`src/rtl/ctrl_event_unit_pkg.sv`:
```
// Shared definitions for the control-event unit.
//   - FSM state encoding
//   - AQ sub-op codes (read side and write side share the 2-bit field)
//   - POP response word layout, plus a helper that builds that word
package ctrl_event_unit_pkg;

  typedef enum logic {
    ST_IDLE = 1'b0,
    ST_RESP = 1'b1
  } state_e;

  // Read sub-ops
  localparam logic [1:0] OP_POP     = 2'd0;
  localparam logic [1:0] OP_STATUS  = 2'd1;
  // Write sub-ops
  localparam logic [1:0] OP_CLRMASK = 2'd0;
  localparam logic [1:0] OP_CLROVF  = 2'd1;

  // POP response word fields
  localparam int POP_VALID_BIT = 31;
  localparam int POP_OVF_BIT   = 30;
  localparam int POP_SRC_LSB   = 4;
  localparam int POP_TYPE_LSB  = 0;

  function automatic logic [31:0] pop_word(input logic       ovf,
                                           input logic [3:0] src,
                                           input logic [3:0] typ);
    logic [31:0] w;
    w                         = '0;
    w[POP_VALID_BIT]          = 1'b1;
    w[POP_OVF_BIT]            = ovf;
    w[POP_SRC_LSB +: 4]       = src;
    w[POP_TYPE_LSB +: 4]      = typ;
    return w;
  endfunction

endpackage

```
`src/rtl/ctrl_event_unit_if.sv`:
```
// Local-I/O AQ/WQ/RQ handshake between the CPU (master) and the device (slave).
//   aq[16:3]  AQ head; only aq[4:3] (sub-op) matters to this device
//   read      AQ request is a read
//   selCtrl   device addressed by the AQ head
//   wq        write-queue data
//   rwq       device pops the write queue
//   rqCtrl    read-queue data (zero whenever wrq is low)
//   wrq       device writes the read queue
//   done      operation finished, AQ head is popped
//
// Handshake: selCtrl is level-sampled by the device while idle; the device
// answers in exactly the following cycle with done plus either wrq (reads)
// or rwq (writes). There is no back-pressure; the master must keep wq valid
// through the response cycle and drop selCtrl for at least the cycle after
// done unless it wants a further operation.
interface ctrl_event_unit_if;
  logic [16:3] aq;
  logic        read;
  logic        selCtrl;
  logic [31:0] wq;
  logic        rwq;
  logic [31:0] rqCtrl;
  logic        wrq;
  logic        done;

  modport master (
    output aq, read, selCtrl, wq,
    input  rwq, rqCtrl, wrq, done
  );

  modport slave (
    input  aq, read, selCtrl, wq,
    output rwq, rqCtrl, wrq, done
  );
endinterface

```
`src/rtl/ctrl_event_fifo.sv`:
```
// DEPTH x 8 register FIFO with a combinational head output.
// Ports:
//   clock, reset      clock, asynchronous active-low reset
//   push, din         write din at the tail (caller guarantees room, or a
//                     simultaneous pop when full)
//   pop               drop the head (caller guarantees non-empty)
//   head              current head entry, valid when !empty
//   full, empty       status flags
//   occupancy         entries held, 0..DEPTH
module ctrl_event_fifo #(
  parameter int DEPTH = 16
) (
  input  logic                     clock,
  input  logic                     reset,
  input  logic                     push,
  input  logic [7:0]               din,
  input  logic                     pop,
  output logic [7:0]               head,
  output logic                     full,
  output logic                     empty,
  output logic [$clog2(DEPTH):0]   occupancy
);

  localparam int AW = $clog2(DEPTH);
  localparam logic [AW:0] FULL_CNT = (AW+1)'(DEPTH);

  logic [7:0]    mem [DEPTH];
  logic [AW-1:0] wr_ptr;
  logic [AW-1:0] rd_ptr;

  // Storage needs no reset; validity is tracked by the occupancy counter.
  always_ff @(posedge clock) begin
    if (push) mem[wr_ptr] <= din;
  end

  always_ff @(posedge clock or negedge reset) begin
    if (!reset) begin
      wr_ptr    <= '0;
      rd_ptr    <= '0;
      occupancy <= '0;
    end else begin
      if (push) wr_ptr <= wr_ptr + AW'(1);
      if (pop)  rd_ptr <= rd_ptr + AW'(1);
      case ({push, pop})
        2'b10:   occupancy <= occupancy + (AW+1)'(1);
        2'b01:   occupancy <= occupancy - (AW+1)'(1);
        default: occupancy <= occupancy;
      endcase
    end
  end

  assign head  = mem[rd_ptr];
  assign empty = (occupancy == '0);
  assign full  = (occupancy == FULL_CNT);

endmodule

```
`src/rtl/ctrl_event_unit.sv`:
```
// Control-event unit: queues zero-length control messages from the
// messenger, tracks a per-type pending mask and counts overflow drops.
// The CPU drains and inspects it through the local-I/O handshake.
// Ports:
//   clock, reset           clock, asynchronous active-low reset
//   ctrlValid/Type/Src     one-cycle control message strobe and payload
//   lio                    AQ/WQ/RQ handshake (slave side)
//   eventPending           FIFO non-empty
//   dbg_state              current FSM state
module ctrl_event_unit
  import ctrl_event_unit_pkg::*;
#(
  parameter int DEPTH  = 16,
  parameter int DROP_W = 8
) (
  input  logic                   clock,
  input  logic                   reset,
  input  logic                   ctrlValid,
  input  logic [3:0]             ctrlType,
  input  logic [3:0]             ctrlSrc,
  ctrl_event_unit_if.slave       lio,
  output logic                   eventPending,
  output state_e                 dbg_state
);

  state_e              state;
  logic                op_read;
  logic [1:0]          op_sub;
  logic [15:0]         pend_mask;
  logic                ovf;
  logic [DROP_W-1:0]   drop_cnt;

  logic [7:0]          head;
  logic                full;
  logic                empty;
  logic [$clog2(DEPTH):0] occupancy;

  logic in_resp, rd_pop, rd_status, wr_clrmask, wr_clrovf;
  logic do_pop, do_push, do_drop;
  logic [15:0] clr_bits, set_bits;

  assign in_resp    = (state == ST_RESP);
  assign rd_pop     = in_resp &&  op_read && (op_sub == OP_POP);
  assign rd_status  = in_resp &&  op_read && (op_sub == OP_STATUS);
  assign wr_clrmask = in_resp && !op_read && (op_sub == OP_CLRMASK);
  assign wr_clrovf  = in_resp && !op_read && (op_sub == OP_CLROVF);

  // A pop in the same cycle frees the slot, so a full FIFO can still accept.
  assign do_pop  = rd_pop && !empty;
  assign do_push = ctrlValid && (!full || do_pop);
  assign do_drop = ctrlValid && full && !do_pop;

  // Set is OR-ed after the clear so a coincident arrival keeps its bit.
  assign clr_bits = wr_clrmask ? lio.wq[15:0] : 16'h0000;
  assign set_bits = ctrlValid ? (16'h0001 << ctrlType) : 16'h0000;

  ctrl_event_fifo #(.DEPTH(DEPTH)) u_fifo (
    .clock     (clock),
    .reset     (reset),
    .push      (do_push),
    .din       ({ctrlSrc, ctrlType}),
    .pop       (do_pop),
    .head      (head),
    .full      (full),
    .empty     (empty),
    .occupancy (occupancy)
  );

  always_ff @(posedge clock or negedge reset) begin
    if (!reset) begin
      state     <= ST_IDLE;
      op_read   <= 1'b0;
      op_sub    <= 2'b00;
      pend_mask <= '0;
      ovf       <= 1'b0;
      drop_cnt  <= '0;
    end else begin
      case (state)
        ST_IDLE: begin
          if (lio.selCtrl) begin
            state   <= ST_RESP;
            op_read <= lio.read;
            op_sub  <= lio.aq[4:3];
          end
        end
        ST_RESP: state <= ST_IDLE;
        default: state <= ST_IDLE;
      endcase

      pend_mask <= (pend_mask & ~clr_bits) | set_bits;

      // Clearing takes priority over a coincident drop.
      if (wr_clrovf) begin
        ovf      <= 1'b0;
        drop_cnt <= '0;
      end else if (do_drop) begin
        ovf <= 1'b1;
        if (drop_cnt != {DROP_W{1'b1}}) drop_cnt <= drop_cnt + DROP_W'(1);
      end
    end
  end

  assign lio.done = in_resp;
  assign lio.wrq  = in_resp &&  op_read;
  assign lio.rwq  = in_resp && !op_read;

  always_comb begin
    lio.rqCtrl = '0;
    if (rd_pop && !empty)
      lio.rqCtrl = pop_word(ovf, head[7:4], head[3:0]);
    else if (rd_status)
      lio.rqCtrl = {8'(drop_cnt), 8'(occupancy), pend_mask};
  end

  assign eventPending = !empty;
  assign dbg_state    = state;

  // Address and write-data bits this device does not decode.
  logic unused_bits;
  assign unused_bits = ^{lio.aq[16:5], lio.wq[31:16]};

endmodule
```
`src/flat_wrapper.sv`:
```
// flat-port wrapper written by rule: the top's interface ports become plain ports
module ctrl_event_unit_flat import ctrl_event_unit_pkg::*;
#(
  parameter int DEPTH  = 16,
  parameter int DROP_W = 8
)
  (clock, reset, ctrlValid, ctrlType, ctrlSrc, eventPending, dbg_state, lio_aq, lio_read, lio_selCtrl, lio_wq, lio_rwq, lio_rqCtrl, lio_wrq, lio_done);
  ctrl_event_unit_if lio_i ();
  input  logic clock;
  input  logic reset;
  input  logic ctrlValid;
  input  logic [3:0] ctrlType;
  input  logic [3:0] ctrlSrc;
  output logic eventPending;
  output state_e dbg_state;
  input wire logic [$bits(lio_i.aq)-1:0] lio_aq;
  input wire logic [$bits(lio_i.read)-1:0] lio_read;
  input wire logic [$bits(lio_i.selCtrl)-1:0] lio_selCtrl;
  input wire logic [$bits(lio_i.wq)-1:0] lio_wq;
  output wire logic [$bits(lio_i.rwq)-1:0] lio_rwq;
  output wire logic [$bits(lio_i.rqCtrl)-1:0] lio_rqCtrl;
  output wire logic [$bits(lio_i.wrq)-1:0] lio_wrq;
  output wire logic [$bits(lio_i.done)-1:0] lio_done;
  assign lio_i.aq = lio_aq;
  assign lio_i.read = lio_read;
  assign lio_i.selCtrl = lio_selCtrl;
  assign lio_i.wq = lio_wq;
  assign lio_rwq = lio_i.rwq;
  assign lio_rqCtrl = lio_i.rqCtrl;
  assign lio_wrq = lio_i.wrq;
  assign lio_done = lio_i.done;
  ctrl_event_unit #(.DEPTH(DEPTH), .DROP_W(DROP_W)) u_core (.clock(clock), .reset(reset), .ctrlValid(ctrlValid), .ctrlType(ctrlType), .ctrlSrc(ctrlSrc), .lio(lio_i), .eventPending(eventPending), .dbg_state(dbg_state));
endmodule
```
`config.mk`:
```
export PLATFORM = sky130hd
export DESIGN_NAME = ctrl_event_unit_flat
export DESIGN_NICKNAME = d
export VERILOG_FILES = /design/src/rtl/ctrl_event_unit_pkg.sv /design/src/rtl/ctrl_event_unit_if.sv /design/src/rtl/ctrl_event_fifo.sv /design/src/rtl/ctrl_event_unit.sv /design/src/flat_wrapper.sv
export SDC_FILE = /design/constraint.sdc
export NUM_CORES = 1
export LEC_CHECK = 0
export CAP_MARGIN = 30
export CORE_ASPECT_RATIO = 0.5
export CORE_MARGIN = 1
export CORE_UTILIZATION = 35
export CTS_BUF_LIST = sky130_fd_sc_hd__clkbuf_8 sky130_fd_sc_hd__clkbuf_16
export DETAILED_ROUTE_END_ITERATION = 10
export GPL_TIMING_DRIVEN = 0
export HOLD_SLACK_MARGIN = 0.15
export MAX_ROUTING_LAYER = met4
export PLACE_DENSITY = 0.54
export SLEW_MARGIN = 40
export SYNTH_ARGS = -nofsm -noshare
export SYNTH_HDL_FRONTEND = slang
export SYNTH_SLANG_ARGS = --single-unit
```
`constraint.sdc`:
```
create_clock -name clock -period 5.7 [get_ports clock]
set_clock_uncertainty 0.15 [all_clocks]
set_input_delay 0.855 -clock clock [delete_from_list [all_inputs] [get_ports clock]]
set_output_delay 0.855 -clock clock [all_outputs]
set_load 0.1 [all_outputs]
```
-- After elaboration in Yosys (flattened, before gate mapping)
Memory sizes are Yosys's and may differ from the RTL's.
Index checks and enable logic that the tools add are counted.
- bits in latches: 0
- register bits after elaboration: 42
- logic and storage cells: 61
- memory bits (read-only): 0
- memories: 1
- input port bits: 59
- RAM bits: 128
- output and inout port bits: 37
- mux-type cells: 14
- div/mod/pow operators: 0
- $mul: 0
- add/subtract/negate cells: 5
- equality and inequality tests: 5
- shift operators: 1
- bitwise gates (word level): 4
- magnitude comparators: 0
- reductions and logical operators: 22
- memories (memory ; depth ; bits a word ; read ports ; clocked after Yosys merged registers in ; wr ports ; RTL line ; source):
    u_core.u_fifo.mem ; 16 ; 8 ; 1 ; 0 ; 1 ; ctrl_event_fifo.sv:27 ; logic [7:0] mem [DEPTH];
- operators by type and width (cell ; number):
    $mux W32 ; 2
    $mux W16 ; 2
    $mux W8 ; 3
    $and A16 B16 Y16 ; 1
    $not A16 Y16 ; 1
    $or A16 B16 Y16 ; 1
    $shl A1 B4 Y16 const A ; 1
    $logic_and A1 B1 Y1 ; 10
    $pmux W5 S2 ; 1
    $add A4 B1 Y4 const B ; 2
    $add A8 B1 Y8 const B ; 1
    $ne A8 B8 Y1 const B ; 1
    $reduce_bool A2 Y1 ; 3
    $add A5 B1 Y5 const B ; 1
    $eq A5 B5 Y1 const B ; 1
    $logic_not A5 Y1 ; 1
    $mux W1 ; 5
    $sub A5 B1 Y5 const B ; 1
    $eq A2 B1 Y1 const B ; 2
    $logic_not A1 Y1 ; 4
    $reduce_and A2 Y1 ; 2
    $eq A2 B2 Y1 const B ; 1
    $logic_not A2 Y1 ; 1
    $pmux W1 S2 ; 1
    2 further kinds ; 2

-- Longest topological paths before layout
- word-level depth: 7
- mapped depth: 11
- mapped depth without buffers: 9

-- Cells and area by module
A second synthesis with hierarchy kept.
- cell total of the unflattened synthesis: 479
- area total of the unflattened synthesis: 7404.6 µm²
- by module, submodules not included (module ; instances ; area each (µm²) ; seq. area each (µm²) ; cells each):
    ctrl_event_fifo ; 1 ; 5769.3 ; 4169.0 ; 298
    ctrl_event_unit ; 1 ; 1635.3 ; 725.7 ; 181

-- Worst setup path after synthesis
OpenSTA, ideal clock, no wires.
- kind: reg2out
- start point: reg u_core.state, in the netlist u_core.dbg_state
- end point: out lio_rqCtrl[10]
- slack: 1289 ps
- stages on the path, launching flop included: 6
- data arrival time: 3406 ps
- buffers on the path: 2
- cell sequence: dfrtp_1 > and2_1 > and3b_1 > clkbuf_1 > clkbuf_1 > and2_1
- longest elaborated chain between the ends: 4
- ends and longest elaborated chain (item ; RTL line ; source):
    start, declared ; ctrl_event_unit.sv:26 ; state_e state;
    start signal, assigned ; ctrl_event_unit.sv:71 ; state <= ST_IDLE;
    start signal, assigned ; ctrl_event_unit.sv:81 ; state <= ST_RESP;
    start signal, assigned ; ctrl_event_unit.sv:86 ; ST_RESP: state <= ST_IDLE;
    $logic_and A1 B1 Y1 * ; n/a ;
    via lio_wrq ; flat_wrapper.sv:22 ; output wire logic [$bits(lio_i.wrq)-1:0] lio_wrq;
    $logic_and A1 B1 Y1, on equally long branches ; ctrl_event_unit.sv:44, ctrl_event_unit.sv:43 ;
    $mux W32 / $logic_and A1 B1 Y1 (equally long branches) ; ctrl_event_unit.sv:111, ctrl_event_unit.sv:109 ;
    $mux W32 * ; ctrl_event_unit.sv:109 ; if (rd_pop && !empty)
    end, declared ; flat_wrapper.sv:21 ; output wire logic [$bits(lio_i.rqCtrl)-1:0] lio_rqCtrl;
Mark *: on every way through the listed nets, which the timed path passes. The rest lies on a longest branch.

-- Final worst setup path
- start point: reg u_core.u_fifo.rd_ptr[3]
- end point: out lio_rqCtrl[2]
- longest elaborated chain between the ends: 2
- ends and longest elaborated chain (item ; RTL line ; source):
    start, declared ; ctrl_event_fifo.sv:29 ; logic [AW-1:0] rd_ptr;
    start signal, assigned ; ctrl_event_fifo.sv:43 ; if (pop) rd_ptr <= rd_ptr + AW'(1);
    $mem_v2 Z16 W8 ; n/a ;
    $mux W32 ; ctrl_event_unit.sv:109 ;
Every way passes these cells.

==> results_dict.tcl <==
set metrics [dict create \
    seq_area_frac_synth 0.662 \
    power_density_mw_per_mm2 419 \
    maxSlewViolCount 0 \
    h-tree-depth 4 \
    die_y_um 105 \
    tightest_slew_ns 0.806 \
    p_leak_nw 3.23 \
    pwr-share-clk 0.302 \
    slowest_stage "clkbuf_1" \
    final.min_clock_period_ns 4.03 \
    finish.net_count 637 \
    start_util 0.358 \
    setup_ws_ns 1.67 \
    area_growth_syn_to_layout_pct 20.4 \
    critPathLaunchType "register" \
    p_sw_mw 1.24 \
    routed_via_density 5.07 \
    cts.clk_slew.worst_paths_ns 0.07 \
    path_cells "clkbuf_1 > clkbuf_1 > mux4_2 > mux2i_1 > o22ai_1 > a21o_1 > buf_2" \
    die_w_um 208 \
    wirelength_um 16500 \
    antenna_found_initial 0 \
    status "finished clean" \
    grt_pass1_wl_um 26100 \
    synth-edff-count 128 \
    ios 96 \
    route.antenna.remaining_nets 0 \
    crit_path_max_fanout 10 \
    use_met1 0.234 \
    diodes 0 \
    hold_class "reg2reg" \
    drc 0 \
    critical_path_class "reg2out" \
    cpPeakStageDelay_ns 0.60 \
    layout-drive-gt1-share 0.252 \
    yosys.cell_types.count 53 \
    fill_cells 1825 \
    rsz0062_at_grt "no" \
    ys_top_cells_by_area "edfxtp_1 52%, dfrtp_1 14%, mux4_2 9.7%, mux2i_1 3.0%, nand2_1 2.7%" \
    finalCritPeriodShare 0.708 \
    fin_cells 856 \
    max-vdd-ir-drop_uv 281 \
    cap_violations 0 \
    cts_sinks 170 \
    wl_per_cell_um 19.3 \
    dp_hpwl_um 11400 \
    ys.flop_type "edfxtp_1" \
    clkLatencyLatePin_ns 0.42 \
    place_ws_ns 2.08 \
    globalRouteTotalUtil 0.167 \
    rows 37 \
    numPortBuffers 64 \
    gp_congestion 0.801 \
    cp-end-kind "output port" \
    drt_iter0_drc 398 \
    grt_max_degree 26 \
    cp.buffers_inverters 3 \
    cp.arrival_ns 3.03 \
    tritoncts "done" \
    cts_resized 0 \
    first_global_vias 4305 \
    fin_setup_tns_ns 0 \
    via_count 4340 \
    fmax_mhz 248 \
    synthCells 480 \
    pwr-share-seq 0.436 \
    gr-usage-met3 0.0301 \
    yosys.cell_count.top_type "edfxtp_1" \
    ys_async_sr_fraction 0.247 \
    cts_buffer_depth 2 \
    p_int_mw 2.49 \
    clockRootBuffer "clkbuf_16" \
    syn-cell-area_mm2 0.00739 \
    required_ns 4.70 \
    post_cts_buffers 0 \
    core_area_mm2 0.0206 \
    cts_buffers 17 \
    cts_hold_buf 1 \
    finalSetupViolations 0 \
    yosys.area.top_type "edfxtp_1" \
    crit_path_frequent_cell "clkbuf_1" \
    synthTopCellsByCount "128 x edfxtp_1, 53 x nand2_1, 42 x dfrtp_1" \
    slew_headroom 0.463 \
    yosysWarnings 0 \
    use_met2 0.250 \
    finalPower_mw 3.73 \
    p_sw_frac 0.332 \
    combPwrFrac 0.262 \
    place_inst 824 \
    synth_top_cell_area_share 0.520 \
    critical-path-top-delay-family "buffers and inverters" \
    top_usage_layer "met2" \
    hold_viol_final 0 \
    dieArea_mm2 0.0217 \
    grt_overflow 0 \
    first_pass_iters 6 \
    ys_ff_latch 170 \
    avgSynthCellArea_um2 15.4 \
]
worst reg2reg max path, cell delays in order, from the launching register on:
cell       delay [ns]
dfrtp_1          0.45
nand4bb_1        0.21
buf_2            0.19
a31oi_2          0.45
nand2_1          0.29
nor3_2           0.42
buf_4            0.25
final timing paths:
| kind | to | slack (ns) | cells past startpoint | startpoint |
|---|---|---|---|---|
| max | lio_rqCtrl[2] | 1.67 | 7 | u_core.u_fifo.rd_ptr[3] |
| min | u_core.pend_mask[15] | 0.33 | 2 | u_core.pend_mask[15] |
| max in group asynchronous | u_core.pend_mask[4] | 4.27 | 3 | reset |
| min reg2reg | u_core.pend_mask[15] | 0.33 | 2 | u_core.pend_mask[15] |
| min in group asynchronous | u_core.op_sub[0] | 0.69 | 2 | reset |
| max reg2reg | u_core.u_fifo.mem[3][0] | 2.99 | 6 | u_core.op_sub[0] |
cell type report:
class / instances / area (µm²) / share of cell area
multi-input combinational: 274 / 2380 / 0.267
tap: 273 / 342 / 0.0384
timing repair buffer: 70 / 528 / 0.0593
inverter: 7 / 26.3 / 0.00295
clock buffer: 17 / 425 / 0.0478
sequential: 170 / 4890 / 0.550
buffer: 31 / 154 / 0.0173
clock inverter: 14 / 156 / 0.0176
routing by layer:
metal	wire, µm	vias to the layer above
li1	-	2016
met1	8240	2250
met2	7660	64
met3	506	10
met4	137	0
met5	0	-
logic make-up after synthesis:
group	synth area share
flip-flops	0.662
AND/OR/NAND/NOR	0.0997
AO/OA/AOI/OAI	0.0614
multiplexers	0.132
buffers and inverters	0.0244
adder cells (fa/ha/maj)	0.0118
XOR/XNOR	0.00829
other	0.000507
layout by cell type, fill, tap and decap left out, types with 6 or more instances in the layout:
cell type / synthesis / final
xnor2_1: 7 / 7
clkbuf_16: 0 / 17
nand2_1: 53 / 53
o21ai_0: 12 / 12
ha_1: 7 / 7
a21oi_1: 6 / 6
edfxtp_1: 128 / 128
clkdlybuf4s50_1: 0 / 29
buf_4: 5 / 10
clkbuf_1: 14 / 14
nand4_1: 7 / 7
nand3_1: 7 / 7
and2_1: 22 / 22
buf_2: 8 / 42
nor2_2: 0 / 12
o22ai_1: 8 / 8
dfrtp_1: 42 / 42
mux4_2: 32 / 32
inv_1: 7 / 7
a21o_1: 8 / 8
mux2i_1: 22 / 22
sequential cells by signal, summed over array words and instances, names as in the netlist:
| register | count |
|---|---|
| u_core.u_fifo.mem | 128 |
| u_core.pend_mask | 16 |
| u_core.drop_cnt | 8 |
| u_core.u_fifo.occupancy | 5 |
| u_core.u_fifo.rd_ptr | 4 |
| u_core.u_fifo.wr_ptr | 4 |
| u_core.op_sub | 2 |
| u_core.dbg_state | 1 |
| u_core.op_read | 1 |
| u_core.ovf | 1 |
metrics by stage:
| step | util | hold WS (ns) | area, µm² |
|---|---|---|---|
| finish | 0.431 | 0.326 | 8900 |
| global route | 0.431 | 0.357 | 8900 |
| CTS | 0.431 | 0.333 | 8900 |
| detailed placement | 0.402 | 0.315 | 8310 |
| floorplan | - | 0.289 | 7400 |
| global placement | 0.406 | 0.311 | 8380 |
power by group through the flow:
stage	Clock [mW]	Combinational (mW)	Sequential, mW
2_1_floorplan	0	0.729	1.62
3_3_place_gp	0	0.970	1.65
3_5_place_dp	0	0.987	1.65
4_1_cts	1.15	0.993	1.63
5_1_grt	1.20	1.06	1.64
6_report	1.13	0.979	1.63
Note: power is estimated with default switching activity, not from simulation.
